`src/rtl/accumulator_write_arbiter_if.sv`:
```
// ----------------------------------------------------------------------------
// accumulator_write_arbiter_if
//
// Purpose:
//   Bundles the write-request handshake from the producers (multiplier lanes,
//   neighbor-exchange ports) and the registered per-bank write ports that
//   feed the banked accumulator buffer.
//
// Signals:
//   req_valid[REQUESTERS]          request present
//   req_bank[REQUESTERS]           target bank
//   req_entry[REQUESTERS]          target entry within the bank
//   req_data[REQUESTERS]           write data
//   req_ready[REQUESTERS]          grant back to the requester
//   bank_write_enable[BANK_COUNT]  registered write strobe per bank
//   bank_entry[BANK_COUNT]         registered write entry per bank
//   bank_data[BANK_COUNT]          registered write data per bank
//
// Modports:
//   master  environment side: drives requests, observes grants/bank writes
//   slave   arbiter side: consumes requests, drives grants/bank writes
// ----------------------------------------------------------------------------
interface accumulator_write_arbiter_if #(
    parameter int BANK_COUNT = 32,
    parameter int TILE_SIZE  = 128,
    parameter int REQUESTERS = 4,
    parameter int DATA_WIDTH = 8
) ();

    localparam int BANK_W  = $clog2(BANK_COUNT);
    localparam int ENTRY_W = $clog2(TILE_SIZE);

    logic                  req_valid         [REQUESTERS];
    logic [BANK_W-1:0]     req_bank          [REQUESTERS];
    logic [ENTRY_W-1:0]    req_entry         [REQUESTERS];
    logic [DATA_WIDTH-1:0] req_data          [REQUESTERS];
    logic                  req_ready         [REQUESTERS];

    logic                  bank_write_enable [BANK_COUNT];
    logic [ENTRY_W-1:0]    bank_entry        [BANK_COUNT];
    logic [DATA_WIDTH-1:0] bank_data         [BANK_COUNT];

    modport master (
        output req_valid,
        output req_bank,
        output req_entry,
        output req_data,
        input  req_ready,
        input  bank_write_enable,
        input  bank_entry,
        input  bank_data
    );

    modport slave (
        input  req_valid,
        input  req_bank,
        input  req_entry,
        input  req_data,
        output req_ready,
        output bank_write_enable,
        output bank_entry,
        output bank_data
    );

endinterface

```
`src/rtl/accumulator_write_arbiter.sv`:
```
// ----------------------------------------------------------------------------
// accumulator_write_arbiter
//
// Purpose:
//   Arbitrates write requests from several producers onto the banked
//   accumulator buffer, which takes at most one write per bank per cycle.
//   Every bank owns an independent round-robin arbiter; losers simply see
//   req_ready low and hold their request. Granted writes are registered and
//   presented on the bank's write port one cycle after acceptance.
//   A saturating counter records cycles in which any request was held off.
//
// Ports:
//   clk          system clock, rising edge
//   reset        asynchronous, active-high reset
//   arb_enable   1 = grants allowed, 0 = every req_ready held low
//   stall_clear  synchronous clear of stall_count (wins over increment)
//   stall_count  saturating count of cycles with a back-pressured request
//   idle         no request pending and no bank write strobe active
//   bus          request handshake and per-bank write ports (slave side)
// ----------------------------------------------------------------------------
module accumulator_write_arbiter #(
    parameter int BANK_COUNT = 32,
    parameter int TILE_SIZE  = 128,
    parameter int REQUESTERS = 4,
    parameter int DATA_WIDTH = 8
) (
    input  logic        clk,
    input  logic        reset,
    input  logic        arb_enable,
    input  logic        stall_clear,
    output logic [15:0] stall_count,
    output logic        idle,
    accumulator_write_arbiter_if.slave bus
);

    localparam int BANK_W = $clog2(BANK_COUNT);
    localparam int PTR_W  = $clog2(REQUESTERS);

    // Round-robin pointer per bank: the requester searched first next cycle.
    logic [PTR_W-1:0] ptr         [BANK_COUNT];
    logic [PTR_W-1:0] next_ptr    [BANK_COUNT];

    // Winner of this cycle's arbitration for each bank.
    logic             grant_valid [BANK_COUNT];
    logic [PTR_W-1:0] grant_idx   [BANK_COUNT];

    logic             any_stall;

    // Requester index reached after stepping 'offset' places past 'start',
    // wrapping from REQUESTERS-1 back to 0. Works for non power-of-two counts.
    function automatic logic [PTR_W-1:0] rr_index(input int start, input int offset);
        int sum;
        sum = start + offset;
        if (sum >= REQUESTERS) begin
            sum = sum - REQUESTERS;
        end
        return PTR_W'(sum);
    endfunction

    // Per-bank round-robin search. Scanning from ptr upward, the first
    // requester that is valid and targets this bank wins. Nothing is granted
    // while arb_enable is low, which also freezes the pointers.
    always_comb begin
        for (int b = 0; b < BANK_COUNT; b++) begin
            grant_valid[b] = 1'b0;
            grant_idx[b]   = '0;
        end
        if (arb_enable) begin
            for (int b = 0; b < BANK_COUNT; b++) begin
                for (int i = 0; i < REQUESTERS; i++) begin
                    if (!grant_valid[b]
                        && bus.req_valid[rr_index(int'(ptr[b]), i)]
                        && (bus.req_bank[rr_index(int'(ptr[b]), i)] == BANK_W'(b))) begin
                        grant_valid[b] = 1'b1;
                        grant_idx[b]   = rr_index(int'(ptr[b]), i);
                    end
                end
            end
        end
    end

    // Pointer advances to one past the winner so the winner becomes the
    // lowest-priority candidate on the following contested cycle.
    always_comb begin
        for (int b = 0; b < BANK_COUNT; b++) begin
            next_ptr[b] = '0;
            if (grant_idx[b] != PTR_W'(REQUESTERS - 1)) begin
                next_ptr[b] = grant_idx[b] + PTR_W'(1);
            end
        end
    end

    // A requester targets exactly one bank, so it can win at most one bank
    // arbitration; its ready is just the OR of grants that name it.
    always_comb begin
        for (int r = 0; r < REQUESTERS; r++) begin
            bus.req_ready[r] = 1'b0;
        end
        for (int b = 0; b < BANK_COUNT; b++) begin
            if (grant_valid[b]) begin
                bus.req_ready[grant_idx[b]] = 1'b1;
            end
        end
    end

    // A cycle counts as stalled when any valid request is not accepted,
    // including every pending request while arbitration is disabled.
    always_comb begin
        any_stall = 1'b0;
        for (int r = 0; r < REQUESTERS; r++) begin
            if (bus.req_valid[r] && !bus.req_ready[r]) begin
                any_stall = 1'b1;
            end
        end
    end

    // Idle only when nothing is requested and no write is on its way out.
    always_comb begin
        idle = 1'b1;
        for (int r = 0; r < REQUESTERS; r++) begin
            if (bus.req_valid[r]) begin
                idle = 1'b0;
            end
        end
        for (int b = 0; b < BANK_COUNT; b++) begin
            if (bus.bank_write_enable[b]) begin
                idle = 1'b0;
            end
        end
    end

    // Output register stage and pointer update. Entry/data keep their last
    // value when a bank has no grant; only the strobe drops. Reset discards
    // any write still sitting in the register stage.
    always_ff @(posedge clk or posedge reset) begin
        if (reset) begin
            for (int b = 0; b < BANK_COUNT; b++) begin
                ptr[b]                   <= '0;
                bus.bank_write_enable[b] <= 1'b0;
                bus.bank_entry[b]        <= '0;
                bus.bank_data[b]         <= '0;
            end
        end else begin
            for (int b = 0; b < BANK_COUNT; b++) begin
                bus.bank_write_enable[b] <= grant_valid[b];
                if (grant_valid[b]) begin
                    ptr[b]            <= next_ptr[b];
                    bus.bank_entry[b] <= bus.req_entry[grant_idx[b]];
                    bus.bank_data[b]  <= bus.req_data[grant_idx[b]];
                end
            end
        end
    end

    // Saturating stall counter; a clear in the same cycle as a stall wins.
    always_ff @(posedge clk or posedge reset) begin
        if (reset) begin
            stall_count <= '0;
        end else if (stall_clear) begin
            stall_count <= '0;
        end else if (any_stall && (stall_count != 16'hFFFF)) begin
            stall_count <= stall_count + 16'd1;
        end
    end

endmodule

```
`src/flat_wrapper.sv`:
```
// flat-port wrapper written by rule: the top's interface ports become plain ports
module accumulator_write_arbiter_flat 
#(
    parameter int BANK_COUNT = 32,
    parameter int TILE_SIZE  = 128,
    parameter int REQUESTERS = 4,
    parameter int DATA_WIDTH = 8
)
  (clk, reset, arb_enable, stall_clear, stall_count, idle, bus_req_valid, bus_req_bank, bus_req_entry, bus_req_data, bus_req_ready, bus_bank_write_enable, bus_bank_entry, bus_bank_data);
  accumulator_write_arbiter_if #(.BANK_COUNT(BANK_COUNT), .TILE_SIZE(TILE_SIZE), .REQUESTERS(REQUESTERS), .DATA_WIDTH(DATA_WIDTH)) bus_i ();
  input  logic clk;
  input  logic reset;
  input  logic arb_enable;
  input  logic stall_clear;
  output logic [15:0] stall_count;
  output logic idle;
  input wire logic [$bits(bus_i.req_valid)-1:0] bus_req_valid;
  input wire logic [$bits(bus_i.req_bank)-1:0] bus_req_bank;
  input wire logic [$bits(bus_i.req_entry)-1:0] bus_req_entry;
  input wire logic [$bits(bus_i.req_data)-1:0] bus_req_data;
  output wire logic [$bits(bus_i.req_ready)-1:0] bus_req_ready;
  output wire logic [$bits(bus_i.bank_write_enable)-1:0] bus_bank_write_enable;
  output wire logic [$bits(bus_i.bank_entry)-1:0] bus_bank_entry;
  output wire logic [$bits(bus_i.bank_data)-1:0] bus_bank_data;
  assign bus_i.req_valid = {>>{bus_req_valid}};
  assign bus_i.req_bank = {>>{bus_req_bank}};
  assign bus_i.req_entry = {>>{bus_req_entry}};
  assign bus_i.req_data = {>>{bus_req_data}};
  assign bus_req_ready = {>>{bus_i.req_ready}};
  assign bus_bank_write_enable = {>>{bus_i.bank_write_enable}};
  assign bus_bank_entry = {>>{bus_i.bank_entry}};
  assign bus_bank_data = {>>{bus_i.bank_data}};
  accumulator_write_arbiter #(.BANK_COUNT(BANK_COUNT), .TILE_SIZE(TILE_SIZE), .REQUESTERS(REQUESTERS), .DATA_WIDTH(DATA_WIDTH)) u_core (.clk(clk), .reset(reset), .arb_enable(arb_enable), .stall_clear(stall_clear), .stall_count(stall_count), .idle(idle), .bus(bus_i));
endmodule
```
`config.mk`:
```
export PLATFORM = sky130hd
export DESIGN_NAME = accumulator_write_arbiter_flat
export DESIGN_NICKNAME = d
export VERILOG_FILES = /design/src/rtl/accumulator_write_arbiter_if.sv /design/src/rtl/accumulator_write_arbiter.sv /design/src/flat_wrapper.sv
export SDC_FILE = /design/constraint.sdc
export NUM_CORES = 2
export LEC_CHECK = 0
export BUFFER_PORTS_ARGS = -buffer_cell sky130_fd_sc_hd__clkbuf_2
export CAP_MARGIN = 10
export CELL_PAD_IN_SITES_DETAIL_PLACEMENT = 1
export CELL_PAD_IN_SITES_GLOBAL_PLACEMENT = 1
export CORE_UTILIZATION = 38
export DETAILED_ROUTE_END_ITERATION = 8
export GPL_ROUTABILITY_DRIVEN = 0
export HOLD_SLACK_MARGIN = 0.06
export PLACE_DENSITY = 0.66
export SETUP_SLACK_MARGIN = 0.5
export SYNTH_ARGS = -nofsm -noshare
export SYNTH_HDL_FRONTEND = slang
export SYNTH_SLANG_ARGS = --single-unit
```
`constraint.sdc`:
```
create_clock -name clk -period 22.8 [get_ports clk]
set_clock_uncertainty 0.1 [all_clocks]
set_input_delay 2.28 -clock clk [delete_from_list [all_inputs] [get_ports clk]]
set_output_delay 2.28 -clock clk [all_outputs]
set_load 0.01 [all_outputs]
```
==> summary.md <==
| Metric | Value |
|---|---|
| Post-synth net total | 5,360 |
| Worst Path Buf+Inv | 6 |
| CP max FO | 38 |
| Critical path arrival | 8.76 ns |
| CP delay by family, top | compound AO/OA/AOI/OAI gates |
| Fin. max-slew vios | 0 |
| Detail Route Antenna Nets | 0 |
| Warnings, synthesis | 0 |
| PD cells | 119 nW/µm² |
| Via count | 48,574 |
| Most frequent cell after synthesis | mux2i_1 |
| Crit-path slowest cell | a21o_1 |
| Syn avg cell area | 9.56 µm² |
| Critical path launch point type | input port |
| Worst Hold Path Cells | 2 |
| Post-DR vias/cell | 6.77 |
| Post-cts resize count | 0 |
| P&R area growth vs syn | 14.3% |
| Post-synthesis mux area share | 32.4% |
| I/O pins | 621 |
| Clock sink count | 592 |
| R2R Setup Slk | 15.90 ns |
| Max-Cap Viols | 0 |
| FMAX | 0.0898 GHz |
| DRC violations left | 0 |
| Fillcell total | 14,470 |
| Seq/Total Area, Yosys | 30.1% |
| Num rows | 131 |
| First-pass GRT wire length | 363,000 µm |
| Worst r2r dst | u_core.stall_count[6] |
| Vias in the first global route | 48,086 |
| Gr ovfl total | 0 |
| Top post-synthesis cells by count | mux2i_1, dfrtp_1, nand2_1 |
| Antenna violations before repair | 9 |
| Port Buffers | 620 |
| Die width | 362 µm |
| Root buffer cell | clkbuf_16 |
| Post-layout min period | 11.14 ns |
| Worst-Margin Slew | 1.27 ns |
| Largest family of logic cells by synthesized area | multiplexers |
| Cells after Synth | 5,143 |
| # H-tree levels | 3 |
| Worst hold path class | reg -> reg |
| Top FF cell, synth | dfrtp_1 |
| Xor/xnor share of the synthesized area | 0.641% |
| R2r worst-path depth | 18 |
| Final std cells w/o fill | 7,175 |
| CTS Hold Bufs | 0 |
| Nets | 5,602 |
| Number of synthesized flops with an enable pin | 0 |
| Largest net degree at the start of global routing | 154 |
| Worst Setup End Kind | primary output |
| Clock tree buffer depth | 3 |
| Final setup vio count | 0 |
| Total CTS buffers | 73 |
| Global router's overall resource usage | 38.4% |
| Routed Wire Length | 259,000 µm |
| Placed cell count | 7,038 |
| Initial core utilization | 38.4% |
| Worst Path Required | 20.42 ns |
| CTS clk-pin slew, worst paths | 0.06 ns |
| Async S/R FF share, synth | 100% |
| Die height | 362 µm |
| Worst Min Path Start | u_core.bus.bank_entry[122] |
| WL/cell | 36.1 µm |
| Worst Hold End | u_core.bus.bank_entry[122] |
| Synth Area in Adders | 3.28% |
| Status | finished, final reports clean |
| DRT Pass-1 Iters | 8 |
| Synth top area cells | dfrtp_1, mux2i_1, mux2_2, mux4_2, nand2_1 |
| Worst slew margin | 15.6% |
| Unrepaired setup endpoints after global routing | false |
| Die area | 131,000 µm² |
| Setup CP Type | in -> out |
| Netlist cell types | 99 |
| Crit-path cells | clkbuf_2 -> buf_4 -> buf_4 -> inv_1 -> nor3_1 -> a31oi_1 -> nand3_1 -> a21oi_1 -> o21ai_0 -> nand2_1 -> o21ai_0 -> a21o_1 -> inv_1 -> ha_1 -> nand2_1 -> a31oi_1 -> a2111oi_0 -> nand4_1 -> or4b_2 -> clkbuf_2 |
| Core area | 128,000 µm² |
| Leakage | 0.0243 µW |
| TNS Setup | 0 ns |
| Clock latency on the worst-skew pair | 0.67 ns |
| Final critical-path share of the clock period | 48.9% |
| Peak VDD IR | 67.7 µV |
| Final hold violations | 0 |
| Yosys top cell area share | 30.1% |
| Seq cells post-synth | 592 |
| Post-synthesis compound-gate area fraction | 14.2% |
| Synth area leader | dfrtp_1 |
| Hpwl dp | 170,000 µm |
| CP peak stage delay | 0.83 ns |
| Crit Reg-Reg Startpoint | u_core.ptr[16] |
| CTS tree | yes |
| Layout cell share with drive strength beyond 1 | 32.0% |
| First-iteration detailed-routing DRC count | 6,325 |
| Area share of and/or/nand/nor cells after synthesis | 13.4% |
| Post-CTS setup buffers | 0 |
| Synth Cell Area | 49,200 µm² |
state kept, by name (all words and copies together) (netlist names):
signal and cells:
u_core.ptr 64, u_core.bus.bank_write_enable 32, u_core.stall_count 16, u_core.bus.bank_data 256, u_core.bus.bank_entry 224
worst max-delay path by stage:
stage                                         end        startpoint  depth (start not counted)  slack, ns
after floorplan           u_core.bus.bank_data[0]             reset                          1       3.85
after global placement           bus_req_ready[0]  bus_req_valid[1]                         16      12.17
after detailed placement         bus_req_ready[0]   bus_req_bank[1]                         16      12.02
after CTS                        bus_req_ready[0]   bus_req_bank[1]                         16      12.02
after global routing             bus_req_ready[0]   bus_req_bank[0]                         16      11.45
final                            bus_req_ready[1]  bus_req_valid[2]                         20      11.66
kinds of logic after synthesis:
group,count (synthesis)
buffers and inverters,739
adder cells (fa/ha/maj),129
AND/OR/NAND/NOR,1309
flip-flops,592
AO/OA/AOI/OAI,1050
multiplexers,1288
XOR/XNOR,36
through the flow:
stage	hold WS [ns]	util, %	setup WS [ns]	area [µm²]	total power, µW
floorplan	0.412	-	3.85	49200	3830
global placement	0.362	41.9	12.17	53700	5260
detailed placement	0.366	41.9	12.02	53700	5340
CTS	0.381	43.9	12.02	56200	6620
global route	0.401	43.9	11.45	56200	6960
finish	0.382	43.9	11.66	56200	6720
worst min-delay path: stages (launching register included):
cell and delay, ns:
dfrtp_1 0.35, nand2_1 0.05, nand2_1 0.05
layout by cell type (no fill, tap or decap), drive strengths merged, types with 23 or more instances in the layout:
| master | netlist | routed |
|---|---|---|
| nor2 | 164 | 164 |
| mux2i | 597 | 597 |
| buf | 149 | 162 |
| a211oi | 38 | 38 |
| or3 | 23 | 23 |
| nand3 | 99 | 99 |
| nand3b | 84 | 84 |
| a31oi | 62 | 62 |
| o31ai | 40 | 40 |
| nor3 | 71 | 71 |
| nand2 | 569 | 569 |
| or3b | 42 | 42 |
| o21ai | 407 | 407 |
| nand2b | 26 | 26 |
| mux4 | 193 | 193 |
| nand4 | 25 | 25 |
| clkbuf | 466 | 724 |
| nor2b | 25 | 25 |
| o211ai | 31 | 31 |
| o22ai | 46 | 46 |
| o221ai | 39 | 39 |
| dfrtp | 592 | 592 |
| mux2 | 498 | 498 |
| inv | 122 | 128 |
| and2 | 48 | 48 |
| a22oi | 51 | 51 |
| ha | 129 | 129 |
| a21oi | 103 | 103 |
| o32ai | 49 | 49 |
| nor4 | 26 | 26 |
power breakdown:
| group | switching [µW] | leakage (µW) | internal, µW |
|---|---|---|---|
| Combinational | 1950 | 0.0158 | 1300 |
| Sequential | 682 | 0.00726 | 1530 |
| Clock | 532 | 0.00123 | 720 |
per-layer routing:
metal / part of all wire [%] / global-route usage [%] / vias up
li1: - / - / 19499
met1: 38 / 48.7 / 24893
met2: 43 / 56.8 / 3282
met3: 11 / 11.4 / 890
met4: 7.3 / 24.9 / 10
met5: 0.029 / 0 / -
layout make-up:
type	count	area (µm²)	area share [%]
Multi-Input combinational cell	3812	31900	56.8
Sequential cell	592	14800	26.3
Timing Repair Buffer	782	4350	7.74
Tap cell	1729	2160	3.85
Clock buffer	104	2150	3.83
Inverter	124	473	0.841
Clock inverter	28	337	0.599
Antenna cell	4	10.0	0.0178
No activity file was read; power rests on OpenSTA's default activity.
